### src/rtl/demux_pkg.sv
// Shared types and default sizing for the 1-to-2 packet stream demultiplexer.
package demux_pkg;

    typedef enum logic [1:0] {
        IDLE   = 2'd0,
        ROUTE0 = 2'd1,
        ROUTE1 = 2'd2
    } state_e;

    localparam int DEF_WIDTH = 8;
    localparam int DEF_CNT_W = 16;

endpackage

### src/rtl/stream_demux1x2_if.sv
// Bundle of the demux input stream, both output streams and the packet counters.
interface stream_demux1x2_if
    import demux_pkg::*;
#(
    parameter int WIDTH = DEF_WIDTH,
    parameter int CNT_W = DEF_CNT_W
) ();

    logic [WIDTH-1:0] in_data;
    logic             in_valid;
    logic             in_last;
    logic             in_sel;
    logic             in_ready;

    logic [WIDTH-1:0] out0_data;
    logic             out0_valid;
    logic             out0_last;
    logic             out0_ready;

    logic [WIDTH-1:0] out1_data;
    logic             out1_valid;
    logic             out1_last;
    logic             out1_ready;

    logic [CNT_W-1:0] pkt_cnt0;
    logic [CNT_W-1:0] pkt_cnt1;

    // Demux side
    modport slave (
        input  in_data, in_valid, in_last, in_sel, out0_ready, out1_ready,
        output in_ready, out0_data, out0_valid, out0_last,
        output out1_data, out1_valid, out1_last, pkt_cnt0, pkt_cnt1
    );

    // Source/sink side
    modport master (
        output in_data, in_valid, in_last, in_sel, out0_ready, out1_ready,
        input  in_ready, out0_data, out0_valid, out0_last,
        input  out1_data, out1_valid, out1_last, pkt_cnt0, pkt_cnt1
    );

endinterface

### src/rtl/demux_out_slice.sv
// One-entry output register slice with a saturating count of completed packets.
module demux_out_slice
    import demux_pkg::*;
#(
    parameter int WIDTH = DEF_WIDTH,
    parameter int CNT_W = DEF_CNT_W
) (
    input  logic             clk,
    input  logic             rst_n,
    input  logic             wr_en,
    input  logic [WIDTH-1:0] wr_data,
    input  logic             wr_last,
    output logic             can_accept,
    output logic [WIDTH-1:0] out_data,
    output logic             out_valid,
    output logic             out_last,
    input  logic             out_ready,
    output logic [CNT_W-1:0] pkt_cnt
);

    logic [WIDTH-1:0] data_q, data_d;
    logic             valid_q, valid_d;
    logic             last_q, last_d;
    logic [CNT_W-1:0] cnt_q, cnt_d;
    logic             drain;

    assign can_accept = !valid_q || out_ready;
    assign drain      = valid_q && out_ready;

    always_comb begin
        data_d  = data_q;
        last_d  = last_q;
        valid_d = valid_q;
        cnt_d   = cnt_q;
        if (drain) valid_d = 1'b0;
        // A write in the same cycle as a drain overrides the clear
        if (wr_en) begin
            valid_d = 1'b1;
            data_d  = wr_data;
            last_d  = wr_last;
        end
        if (drain && last_q && (cnt_q != {CNT_W{1'b1}}))
            cnt_d = cnt_q + CNT_W'(1);
    end

    always_ff @(posedge clk or negedge rst_n) begin
        if (!rst_n) begin
            data_q  <= '0;
            last_q  <= 1'b0;
            valid_q <= 1'b0;
            cnt_q   <= '0;
        end else begin
            data_q  <= data_d;
            last_q  <= last_d;
            valid_q <= valid_d;
            cnt_q   <= cnt_d;
        end
    end

    assign out_data  = data_q;
    assign out_valid = valid_q;
    assign out_last  = last_q;
    assign pkt_cnt   = cnt_q;

endmodule

### src/rtl/stream_demux1x2.sv
// Packet-granular 1-to-2 stream demux: destination locked on the first beat of each packet.
module stream_demux1x2
    import demux_pkg::*;
#(
    parameter int WIDTH = DEF_WIDTH,
    parameter int CNT_W = DEF_CNT_W
) (
    input logic               clk,
    input logic               rst_n,
    stream_demux1x2_if.slave  bus
);

    state_e state_q, state_d;
    logic   tgt;
    logic   acc0, acc1;
    logic   in_fire;

    always_comb begin
        tgt = 1'b0;
        unique case (state_q)
            IDLE:    tgt = bus.in_sel;
            ROUTE0:  tgt = 1'b0;
            ROUTE1:  tgt = 1'b1;
            default: tgt = 1'b0;
        endcase
    end

    // Ready is a pure function of the target slice, never of in_valid
    assign bus.in_ready = tgt ? acc1 : acc0;
    assign in_fire      = bus.in_valid && bus.in_ready;

    always_comb begin
        state_d = state_q;
        if (in_fire) begin
            if (bus.in_last)     state_d = IDLE;
            else if (state_q == IDLE) state_d = bus.in_sel ? ROUTE1 : ROUTE0;
        end
    end

    always_ff @(posedge clk or negedge rst_n) begin
        if (!rst_n) state_q <= IDLE;
        else        state_q <= state_d;
    end

    demux_out_slice #(.WIDTH(WIDTH), .CNT_W(CNT_W)) u_slice0 (
        .clk        (clk),
        .rst_n      (rst_n),
        .wr_en      (in_fire && !tgt),
        .wr_data    (bus.in_data),
        .wr_last    (bus.in_last),
        .can_accept (acc0),
        .out_data   (bus.out0_data),
        .out_valid  (bus.out0_valid),
        .out_last   (bus.out0_last),
        .out_ready  (bus.out0_ready),
        .pkt_cnt    (bus.pkt_cnt0)
    );

    demux_out_slice #(.WIDTH(WIDTH), .CNT_W(CNT_W)) u_slice1 (
        .clk        (clk),
        .rst_n      (rst_n),
        .wr_en      (in_fire && tgt),
        .wr_data    (bus.in_data),
        .wr_last    (bus.in_last),
        .can_accept (acc1),
        .out_data   (bus.out1_data),
        .out_valid  (bus.out1_valid),
        .out_last   (bus.out1_last),
        .out_ready  (bus.out1_ready),
        .pkt_cnt    (bus.pkt_cnt1)
    );

endmodule

### src/flat_wrapper.sv
// flat-port wrapper written by rule: the top's interface ports become plain ports
module stream_demux1x2_flat import demux_pkg::*;
#(
    parameter int WIDTH = DEF_WIDTH,
    parameter int CNT_W = DEF_CNT_W
)
  (clk, rst_n, bus_in_data, bus_in_valid, bus_in_last, bus_in_sel, bus_out0_ready, bus_out1_ready, bus_in_ready, bus_out0_data, bus_out0_valid, bus_out0_last, bus_out1_data, bus_out1_valid, bus_out1_last, bus_pkt_cnt0, bus_pkt_cnt1);
  stream_demux1x2_if #(.WIDTH(WIDTH), .CNT_W(CNT_W)) bus_i ();
  input logic clk;
  input logic rst_n;
  input wire logic [$bits(bus_i.in_data)-1:0] bus_in_data;
  input wire logic [$bits(bus_i.in_valid)-1:0] bus_in_valid;
  input wire logic [$bits(bus_i.in_last)-1:0] bus_in_last;
  input wire logic [$bits(bus_i.in_sel)-1:0] bus_in_sel;
  input wire logic [$bits(bus_i.out0_ready)-1:0] bus_out0_ready;
  input wire logic [$bits(bus_i.out1_ready)-1:0] bus_out1_ready;
  output wire logic [$bits(bus_i.in_ready)-1:0] bus_in_ready;
  output wire logic [$bits(bus_i.out0_data)-1:0] bus_out0_data;
  output wire logic [$bits(bus_i.out0_valid)-1:0] bus_out0_valid;
  output wire logic [$bits(bus_i.out0_last)-1:0] bus_out0_last;
  output wire logic [$bits(bus_i.out1_data)-1:0] bus_out1_data;
  output wire logic [$bits(bus_i.out1_valid)-1:0] bus_out1_valid;
  output wire logic [$bits(bus_i.out1_last)-1:0] bus_out1_last;
  output wire logic [$bits(bus_i.pkt_cnt0)-1:0] bus_pkt_cnt0;
  output wire logic [$bits(bus_i.pkt_cnt1)-1:0] bus_pkt_cnt1;
  assign bus_i.in_data = bus_in_data;
  assign bus_i.in_valid = bus_in_valid;
  assign bus_i.in_last = bus_in_last;
  assign bus_i.in_sel = bus_in_sel;
  assign bus_i.out0_ready = bus_out0_ready;
  assign bus_i.out1_ready = bus_out1_ready;
  assign bus_in_ready = bus_i.in_ready;
  assign bus_out0_data = bus_i.out0_data;
  assign bus_out0_valid = bus_i.out0_valid;
  assign bus_out0_last = bus_i.out0_last;
  assign bus_out1_data = bus_i.out1_data;
  assign bus_out1_valid = bus_i.out1_valid;
  assign bus_out1_last = bus_i.out1_last;
  assign bus_pkt_cnt0 = bus_i.pkt_cnt0;
  assign bus_pkt_cnt1 = bus_i.pkt_cnt1;
  stream_demux1x2 #(.WIDTH(WIDTH), .CNT_W(CNT_W)) u_core (.clk(clk), .rst_n(rst_n), .bus(bus_i));
endmodule
### config.mk
export PLATFORM = sky130hd
export DESIGN_NAME = stream_demux1x2_flat
export DESIGN_NICKNAME = d
export VERILOG_FILES = /design/src/rtl/demux_pkg.sv /design/src/rtl/stream_demux1x2_if.sv /design/src/rtl/demux_out_slice.sv /design/src/rtl/stream_demux1x2.sv /design/src/flat_wrapper.sv
export SDC_FILE = /design/constraint.sdc
export NUM_CORES = 1
export LEC_CHECK = 0
export CAP_MARGIN = 30
export CELL_PAD_IN_SITES_DETAIL_PLACEMENT = 1
export CELL_PAD_IN_SITES_GLOBAL_PLACEMENT = 2
export CORE_MARGIN = 1.5
export CORE_UTILIZATION = 30
export CTS_BUF_LIST = sky130_fd_sc_hd__clkbuf_4
export DETAILED_ROUTE_END_ITERATION = 10
export PLACE_DENSITY_LB_ADDON = 0.1
export SLEW_MARGIN = 20
export SYNTH_ARGS = -nofsm -noshare
export SYNTH_HDL_FRONTEND = slang
export SYNTH_HIERARCHICAL = 1
export SYNTH_SLANG_ARGS = --single-unit
### constraint.sdc
create_clock -name clk -period 4.9 [get_ports clk]
set_clock_uncertainty 0.1 [all_clocks]
set_input_delay 0.735 -clock clk [delete_from_list [all_inputs] [get_ports clk]]
set_output_delay 0.735 -clock clk [all_outputs]
set_load 0.02 [all_outputs]
==> reports/results.txt, run 1 <==
Status = complete, no violations
Vias in the first global route = 1914
Fin Setup TNS = 0 ps
Post-DR wirelength/cell = 15.3 um
PortBufs = 67
Post-CTS Setup Bufs = 0
Core Region = 7850 um^2
Post-DR vias/cell = 4.97
Worst slew pin tran = 871 ps
Number of H-tree levels = 2
Synth Area in XOR/XNOR = 9.92%
Die ar. = 8790 um^2
Synth Instances = 197
CP startpoint kind = primary input
DR iter-0 viols = 42
Area growth syn-to-layout = 34.5%
Total net switching power = 551 uW
Num CTS Buffers = 5
HP Class = in -> async
Synthesized cell area = 2470 um^2
Global-route wire length before repair = 9900 um
Final hold violations = 0
CP arrival = 2290 ps
Compound-Gate Fraction of Synth Area = 3.14%
CTS sink count = 54
RSZ-0062 raised after global routing = false
Layout cells sized above 1 = 17.7%
Routed WL = 5700 um
Antenna Cells = 0
Clock root cell = clkbuf_4
Synth Warn # = 6
Die height = 93.8 um
Final global-route overflow total = 0
Avg Inst Size Synth = 12.6 um^2
Worst-Skew Late Latency = 380 ps
Worst Path Class, Setup = in -> out
Final Max Slew Viols = 0
Fin crit share = 63.8%
ANT nets after route = 0
Longest Clk Path Bufs = 2
Maximum VDD drop = 0.000230 V
Reg power frac = 43.9%
R2R cell count = 5
DR pass1 iterations = 4
Leakage = 0.00146 uW
Residual DRC count = 0
Fillers = 874
# setup viols final = 0
Cell row count = 32
Starting Density = 31.5%
Clock network power share = 13.5%
Largest net degree at the start of global routing = 55
CTS clk-pin slew, worst paths = 170 ps
Chip width = 93.8 um
TritonCTS clock tree = done
Max-cap check violation count = 0
Simple-gate share of the synthesized area = 21.0%
Final design utilization = 42.4%
Worst R2R Setup Slack = 2670 ps
Post-synthesis sequential area ratio = 54.7%
Crit path required time = 4070 ps
Gpl congestion = 0.706
All-Layer GR Usage = 14.2%
CTS Hold Bufs = 0
Fin nets = 287
Peak Freq = 320 MHz
Total I/O pin count = 68
Adder-cell area share of the yosys netlist = 1.01%
Synthesized flop and latch total = 54
Unique masters post-synth = 30
Detail Placement HPWL = 4110 um
Worst-path fanout max = 3
Main combinational cell family by area after synthesis = simple AND/OR/NAND/NOR gates
Via Count = 1854
FF-to-FF End = u_core/u_slice0/pkt_cnt[1]
P per Cell Area = 455 nW/um^2
Internal power = 961 uW
Relative slew slack = 41.7%
Min cycle time layout = 3130 ps
Total nets after synthesis = 214
CTS-repair resized insts = 0
Worst r2r src = u_core/u_slice0/pkt_cnt[0]
Setup crit end kind = output pin
Mux share of post-synthesis cell area = 10.0%
Initial antenna violation count = 0
Combinational share of power = 42.6%
Switching Share = 36.4%
[cells in the final DEF (no fill, tap or decap), types with 2 or more instances in the layout]
cell type        instances
xnor2_1                  4
nand3_1                 10
mux2_2                  18
clkbuf_4                 5
nor2_1                   7
nand4_1                 12
o21a_1                   2
nor4_4                   2
clkdlybuf4s50_1         66
or4_4                    2
or2_2                    2
nor2_2                   4
nor3_1                  10
nand2_1                  9
xor2_1                  24
mux2_4                   3
nand2b_1                 4
nor4_1                   4
a2111oi_2                2
a31oi_1                  3
nor3b_1                  4
dfrtp_1                 54
nand4_2                  2
and4_1                   4
ha_1                     2
nor3_2                   2
[worst max-delay path, cell delays in order]
cell and delay, ps:
clkdlybuf4s50_1 500, nor2_2 60, nor2_2 140, mux2_4 310, clkdlybuf4s50_1 540
[per-layer routing]
layer | share of wire, % | track usage (%)
met2 | 46 | 21.6
met3 | 5.0 | 3.88
met1 | 48 | 19.9
met4 | 1.2 | 3.73
met5 | 0 | 0
[cell families (layout without fill, tap and decap cells)]
kind of cell	Yosys count	in the layout
buffers and inverters	2	76
muxes	21	21
AOI/OAI and AO/OA	9	9
DFF	54	54
adders and majority gates	2	2
xor gates and xnor gates	28	28
and+or+nand+nor	81	81
[how the worst max path moves through the flow]
stage	endpoint	cells after the start	start	slack, ps
after global routing	bus_in_ready	5	bus_in_sel	1710
after detailed placement	bus_in_ready	5	bus_in_sel	1780
after global placement	bus_in_ready	5	bus_in_sel	1810
after CTS	bus_in_ready	5	bus_in_sel	1770
final	bus_in_ready	5	bus_in_sel	1770
after floorplan	bus_in_ready	2	bus_out0_ready	2830
[sequential cells by signal, indices dropped and copies added, names as in the netlist]
| name | cells |
|---|---|
| u_core/u_slice1/pkt_cnt | 16 |
| u_core/u_slice0/out_last | 1 |
| u_core/u_slice0/out_valid | 1 |
| u_core/state_q | 2 |
| u_core/u_slice1/out_valid | 1 |
| u_core/u_slice1/out_data | 8 |
| u_core/u_slice0/pkt_cnt | 16 |
| u_core/u_slice0/out_data | 8 |
| u_core/u_slice1/out_last | 1 |
[cell type report]
class	count	area [um^2]	area share [%]
Sequential cell	54	1350	40.6
Multi-Input combinational cell	141	1110	33.5
Timing Repair Buffer	68	673	20.2
Tap cell	102	128	3.84
Clock buffer	5	37.5	1.13
Clock inverter	3	21.3	0.640
[stage by stage]
step | power, uW | hold slack (ps) | std cells | setup WS (ps) | instance area [um^2]
2_1_floorplan | 1010 | 339 | 197 | 2830 | 2470
3_3_place_gp | 1320 | 390 | 365 | 1810 | 3270
3_5_place_dp | 1330 | 399 | 365 | 1780 | 3270
4_1_cts | 1540 | 365 | 373 | 1770 | 3320
5_1_grt | 1610 | 393 | 373 | 1710 | 3320
6_report | 1510 | 338 | 373 | 1770 | 3320
[Yosys cell counts]
library cell / instances / area [um^2]
dfrtp_1: 54 / 1350
xor2_1: 24 / 210
mux2_2: 18 / 203
nand4_1: 12 / 75.1
nand3_1: 10 / 50.1
nor3_1: 10 / 50.1
nand2_1: 9 / 33.8
nor2_1: 7 / 26.3
and4_1: 4 / 35.0
nand2b_1: 4 / 25.0
nor2_2: 4 / 25.0
nor3b_1: 4 / 30.0
nor4_1: 4 / 25.0
xnor2_1: 4 / 35.0
a31oi_1: 3 / 18.8
mux2_4: 3 / 45.0
a2111oi_2: 2 / 30.0
clkbuf_1: 2 / 7.51
ha_1: 2 / 25.0
nand4_2: 2 / 25.0
nor3_2: 2 / 20.0
nor4_4: 2 / 42.5
o21a_1: 2 / 15.0
or2_2: 2 / 12.5
or4_4: 2 / 22.5
and2_1: 1 / 6.26
and3_2: 1 / 7.51
nor2b_1: 1 / 6.26
o21ai_1: 1 / 5.00
o2bb2ai_1: 1 / 8.76
[power by group through the flow]
| stage | Clock, uW | Sequential [uW] | Combinational, uW |
|---|---|---|---|
| finish | 205 | 664 | 644 |
| global route | 232 | 686 | 690 |
| CTS | 220 | 668 | 656 |
| detailed placement | 0 | 673 | 654 |
| global placement | 0 | 673 | 651 |
| floorplan | 0 | 800 | 205 |
Power figures use the tool's default switching activity.
==> inputs of run 2 (changes only) <==
==> constraint.sdc (replaced) <==
create_clock -name clk -period 3.3 [get_ports clk]
set_clock_uncertainty 0.1 [all_clocks]
set_input_delay 0.495 -clock clk [delete_from_list [all_inputs] [get_ports clk]]
set_output_delay 0.495 -clock clk [all_outputs]
set_load 0.02 [all_outputs]
==> reports/results.txt, run 2 (same netlist as run 1, synthesis figures left out) <==
Layout cells sized above 1 = 18.0%
DR pass1 iterations = 3
Via Count = 1822
Most frequent cells in the layout = 66 x clkdlybuf4s50_1, 54 x dfrtp_1, 24 x xor2_1, 18 x mux2_2, 12 x nand4_1
P per Cell Area = 676 nW/um^2
RSZ-0062 raised after global routing = false
Longest Clk Path Bufs = 2
TritonCTS clock tree = done
Reg power frac = 43.8%
Global-route wire length before repair = 9950 um
Leakage = 0.00146 uW
Maximum VDD drop = 0.000366 V
Clock root cell = clkbuf_4
DR iter-0 viols = 47
Final hold violations = 0
CTS clk-pin slew, worst paths = 160 ps
Die ar. = 8790 um^2
Core Region = 7850 um^2
Relative slew slack = 53.3%
Status = complete, no violations
Residual DRC count = 0
Vias in the first global route = 1932
Total net switching power = 819 uW
Worst slew pin tran = 700 ps
Worst-path fanout max = 3
Final global-route overflow total = 0
Placed insts = 366
Chip width = 93.8 um
CTS Hold Bufs = 0
Fin Setup TNS = 0 ps
Internal power = 1430 uW
Post-DR vias/cell = 4.87
CTS sink count = 54
# setup viols final = 0
CP startpoint kind = primary input
Peak Freq = 377 MHz
Post-placement cell area = 3270 um^2
Post-CTS Setup Bufs = 0
Area growth syn-to-layout = 34.8%
CTS-repair resized insts = 0
Final design utilization = 42.5%
Detail Placement HPWL = 4140 um
Worst-Skew Late Latency = 370 ps
Total I/O pin count = 68
Fin crit share = 80.5%
Die height = 93.8 um
Antenna Cells = 0
Routed WL = 5690 um
Largest net degree at the start of global routing = 55
Cell row count = 32
Switching Share = 36.4%
PortBufs = 67
Gpl congestion = 0.714
Fin nets = 288
Final Cell Area = 3330 um^2
All-Layer GR Usage = 14.3%
Crit path required time = 2700 ps
Number of H-tree levels = 2
HP Class = in -> async
Worst Path Class, Setup = in -> out
Max-cap check violation count = 0
Num CTS Buffers = 5
Clock network power share = 13.4%
Post-DR wirelength/cell = 15.2 um
ANT nets after route = 0
CP arrival = 2060 ps
Initial antenna violation count = 0
Min cycle time layout = 2660 ps
Final Max Slew Viols = 0
Final Non-Filler Cells = 374
Combinational share of power = 42.8%
Starting Density = 31.5%
Most common cell after layout, fill and taps aside = clkdlybuf4s50_1
Setup crit end kind = output pin
run 2: final cells by class:
cell class | instances | area (um^2)
fillers | 880 | 4520
clock inverters | 3 | 21.3
flip-flops and latches | 54 | 1350
multi-input cells | 141 | 1110
clock buffers | 5 | 37.5
well taps | 102 | 128
repair buffers | 69 | 681
run 2: per-stage QoR:
step | hold WS (ps) | total power [uW] | setup WS (ps)
2_1_floorplan | 99.4 | 1490 | 1340
3_3_place_gp | 391 | 1970 | 687
3_5_place_dp | 395 | 1980 | 662
4_1_cts | 140 | 2290 | 653
5_1_grt | 161 | 2400 | 586
6_report | 118 | 2250 | 645
run 2: critical path, cell delays in order:
cell	delay (ps)
clkdlybuf4s50_1	500
nor2_2	60
nor2_2	140
mux2_4	320
clkdlybuf4s50_1	540
run 2: path summary, 6_finish.rpt:
kind                                              from                           to  slack, ps  depth (start not counted)
max                                         bus_in_sel                 bus_in_ready        640                          5
min                                              rst_n   u_core/u_slice1/pkt_cnt[8]        120                          2
max reg2reg                 u_core/u_slice0/pkt_cnt[0]   u_core/u_slice0/pkt_cnt[1]       1170                          5
min reg2reg                u_core/u_slice0/out_data[4]  u_core/u_slice0/out_data[4]        430                          1
max in group asynchronous                        rst_n   u_core/u_slice0/pkt_cnt[8]       2500                          2
min in group clk           u_core/u_slice0/out_data[4]  u_core/u_slice0/out_data[4]        430                          1
run 2: power by group through the flow:
stage / clock network, uW / logic (uW) / registers (uW)
after floorplan: 0 / 305 / 1190
after global placement: 0 / 966 / 1000
after detailed placement: 0 / 977 / 999
after CTS: 323 / 979 / 992
after global routing: 348 / 1030 / 1020
final: 302 / 963 / 986
run 2: per-layer routing:
layer,share of wire [%],track usage (%),up-vias,routed length [um]
met5,0,0,-,0
met4,1.1,3.36,0,60
met3,4.9,3.88,7,281
met2,47,22.1,40,2650
met1,47,19.9,910,2700
li1,-,-,865,-
==> inputs of run 3 (changes only) <==
==> constraint.sdc (replaced) <==
create_clock -name clk -period 2.46 [get_ports clk]
set_clock_uncertainty 0.1 [all_clocks]
set_input_delay 0.369 -clock clk [delete_from_list [all_inputs] [get_ports clk]]
set_output_delay 0.369 -clock clk [all_outputs]
set_load 0.02 [all_outputs]
==> reports/results.txt, run 3 (same netlist as run 1, synthesis figures left out) <==
Fin crit share = 84.3%
Fin nets = 296
Final hold violations = 0
Global-route wire length before repair = 9710 um
Die ar. = 8790 um^2
Layout cells sized above 1 = 19.6%
Worst-path fanout max = 3
DR pass1 iterations = 4
Post-DR vias/cell = 4.86
Post-DR wirelength/cell = 14.6 um
Die height = 93.8 um
Final Max Slew Viols = 0
Final Cell Area = 3400 um^2
PortBufs = 67
All-Layer GR Usage = 13.9%
Total I/O pin count = 68
Num CTS Buffers = 5
Core Region = 7850 um^2
Min cycle time layout = 2070 ps
Starting Density = 31.5%
Antenna Cells = 0
Longest Clk Path Bufs = 2
Crit path required time = 1990 ps
Via Count = 1857
Peak Freq = 482 MHz
CTS sink count = 54
TritonCTS clock tree = done
Worst slew pin tran = 667 ps
Setup crit end kind = output pin
HP Class = reg -> reg
Status = complete, no violations
Residual DRC count = 0
Clock root cell = clkbuf_4
P per Cell Area = 886 nW/um^2
Worst Path Class, Setup = in -> out
Most frequent cells in the layout = 65 x clkdlybuf4s50_1, 54 x dfrtp_1, 24 x xor2_1, 18 x mux2_2, 12 x nand4_1
Area growth syn-to-layout = 37.7%
Final global-route overflow total = 0
ANT nets after route = 0
Worst R2R Setup Slack = 530 ps
Maximum VDD drop = 0.000505 V
Chip width = 93.8 um
Cell row count = 32
Routed WL = 5590 um
Most common cell after layout, fill and taps aside = clkdlybuf4s50_1
CTS clk-pin slew, worst paths = 140 ps
RSZ-0062 raised after global routing = false
Leakage = 0.00151 uW
Relative slew slack = 55.5%
Detail Placement HPWL = 4240 um
CP arrival = 1600 ps
# setup viols final = 0
Gpl congestion = 0.733
Fin Setup TNS = 0 ps
Vias in the first global route = 1959
Post-placement cell area = 3340 um^2
Number of H-tree levels = 2
Post-CTS Setup Bufs = 0
Worst-Skew Late Latency = 370 ps
Largest net degree at the start of global routing = 29
CP startpoint kind = primary input
Max-cap check violation count = 0
Initial antenna violation count = 0
DR iter-0 viols = 59
==> run 3: cell types whose count changed in the layout (fill, tap and decap cells not counted) <==
cell | previous run | this run
clkdlybuf4s50_1 | 66 | 65
buf_4 | 2 | 8
dlygate4sd3_1 | 0 | 1
clkinv_1 | 0 | 1
buf_12 | 0 | 1
clkbuf_4 | 5 | 6
clkinv_4 | 1 | 0
dlymetal6s2s_1 | 0 | 1
clkinvlp_4 | 1 | 0
==> run 3: final timing paths <==
kind | endpoint | start | depth (start not counted)
max | bus_in_ready | bus_in_sel | 5
min | u_core/u_slice1/pkt_cnt[15] | u_core/u_slice1/pkt_cnt[15] | 1
max reg2reg | u_core/u_slice0/pkt_cnt[14] | u_core/u_slice0/pkt_cnt[0] | 6
min reg2reg | u_core/u_slice1/pkt_cnt[15] | u_core/u_slice1/pkt_cnt[15] | 1
max in group asynchronous | u_core/u_slice0/pkt_cnt[6] | rst_n | 3
min in group asynchronous | u_core/u_slice1/pkt_cnt[9] | rst_n | 2
==> run 3: worst max-delay path: stages <==
cell and delay (ps):
clkdlybuf4s50_1 510, nor2_2 70, nor2_2 150, mux2_4 310, dlymetal6s2s_1 200
==> run 3: power breakdown <==
part | switching, uW | internal, uW | total [uW] | leakage, uW
clock network | 268 | 119 | 387 | 0.0000331
logic | 614 | 695 | 1310 | 0.000783
registers | 191 | 1130 | 1320 | 0.000695
==> run 3: repair_timing <==
action	CTS	global route
endpoints found under the hold margin	26	0
resized for setup	0	1
hold buffers	1	0
setup endpoints to repair	0	1
==> run 3: metrics by stage <==
stage / hold slack [ps] / total power [uW] / std cells / worst slack [ps] / util, %
floorplan: -26.6 / 2000 / 197 / 504 / -
global placement: 329 / 2660 / 373 / 96.5 / 42.5
detailed placement: 338 / 2660 / 373 / 65.6 / 42.5
CTS: 433 / 3070 / 382 / 53.6 / 43.4
global route: 447 / 3210 / 382 / 325 / 43.4
finish: 422 / 3010 / 382 / 386 / 43.4
==> run 3: cell type report <==
| class | instances | area [um^2] |
|---|---|---|
| Fill cell | 862 | 4440 |
| Sequential cell | 54 | 1350 |
| Multi-Input combinational cell | 141 | 1110 |
| Timing Repair Buffer | 77 | 758 |
| Tap cell | 102 | 128 |
| Clock buffer | 6 | 45.0 |
| Clock inverter | 2 | 8.76 |
==> run 3: layer usage <==
metal | global-route usage (%) | vias up | routed length, um
li1 | - | 889 | -
met1 | 19.7 | 923 | 2710
met2 | 21.4 | 40 | 2590
met3 | 3.07 | 5 | 236
met4 | 3.86 | 0 | 48
met5 | 0 | - | 0
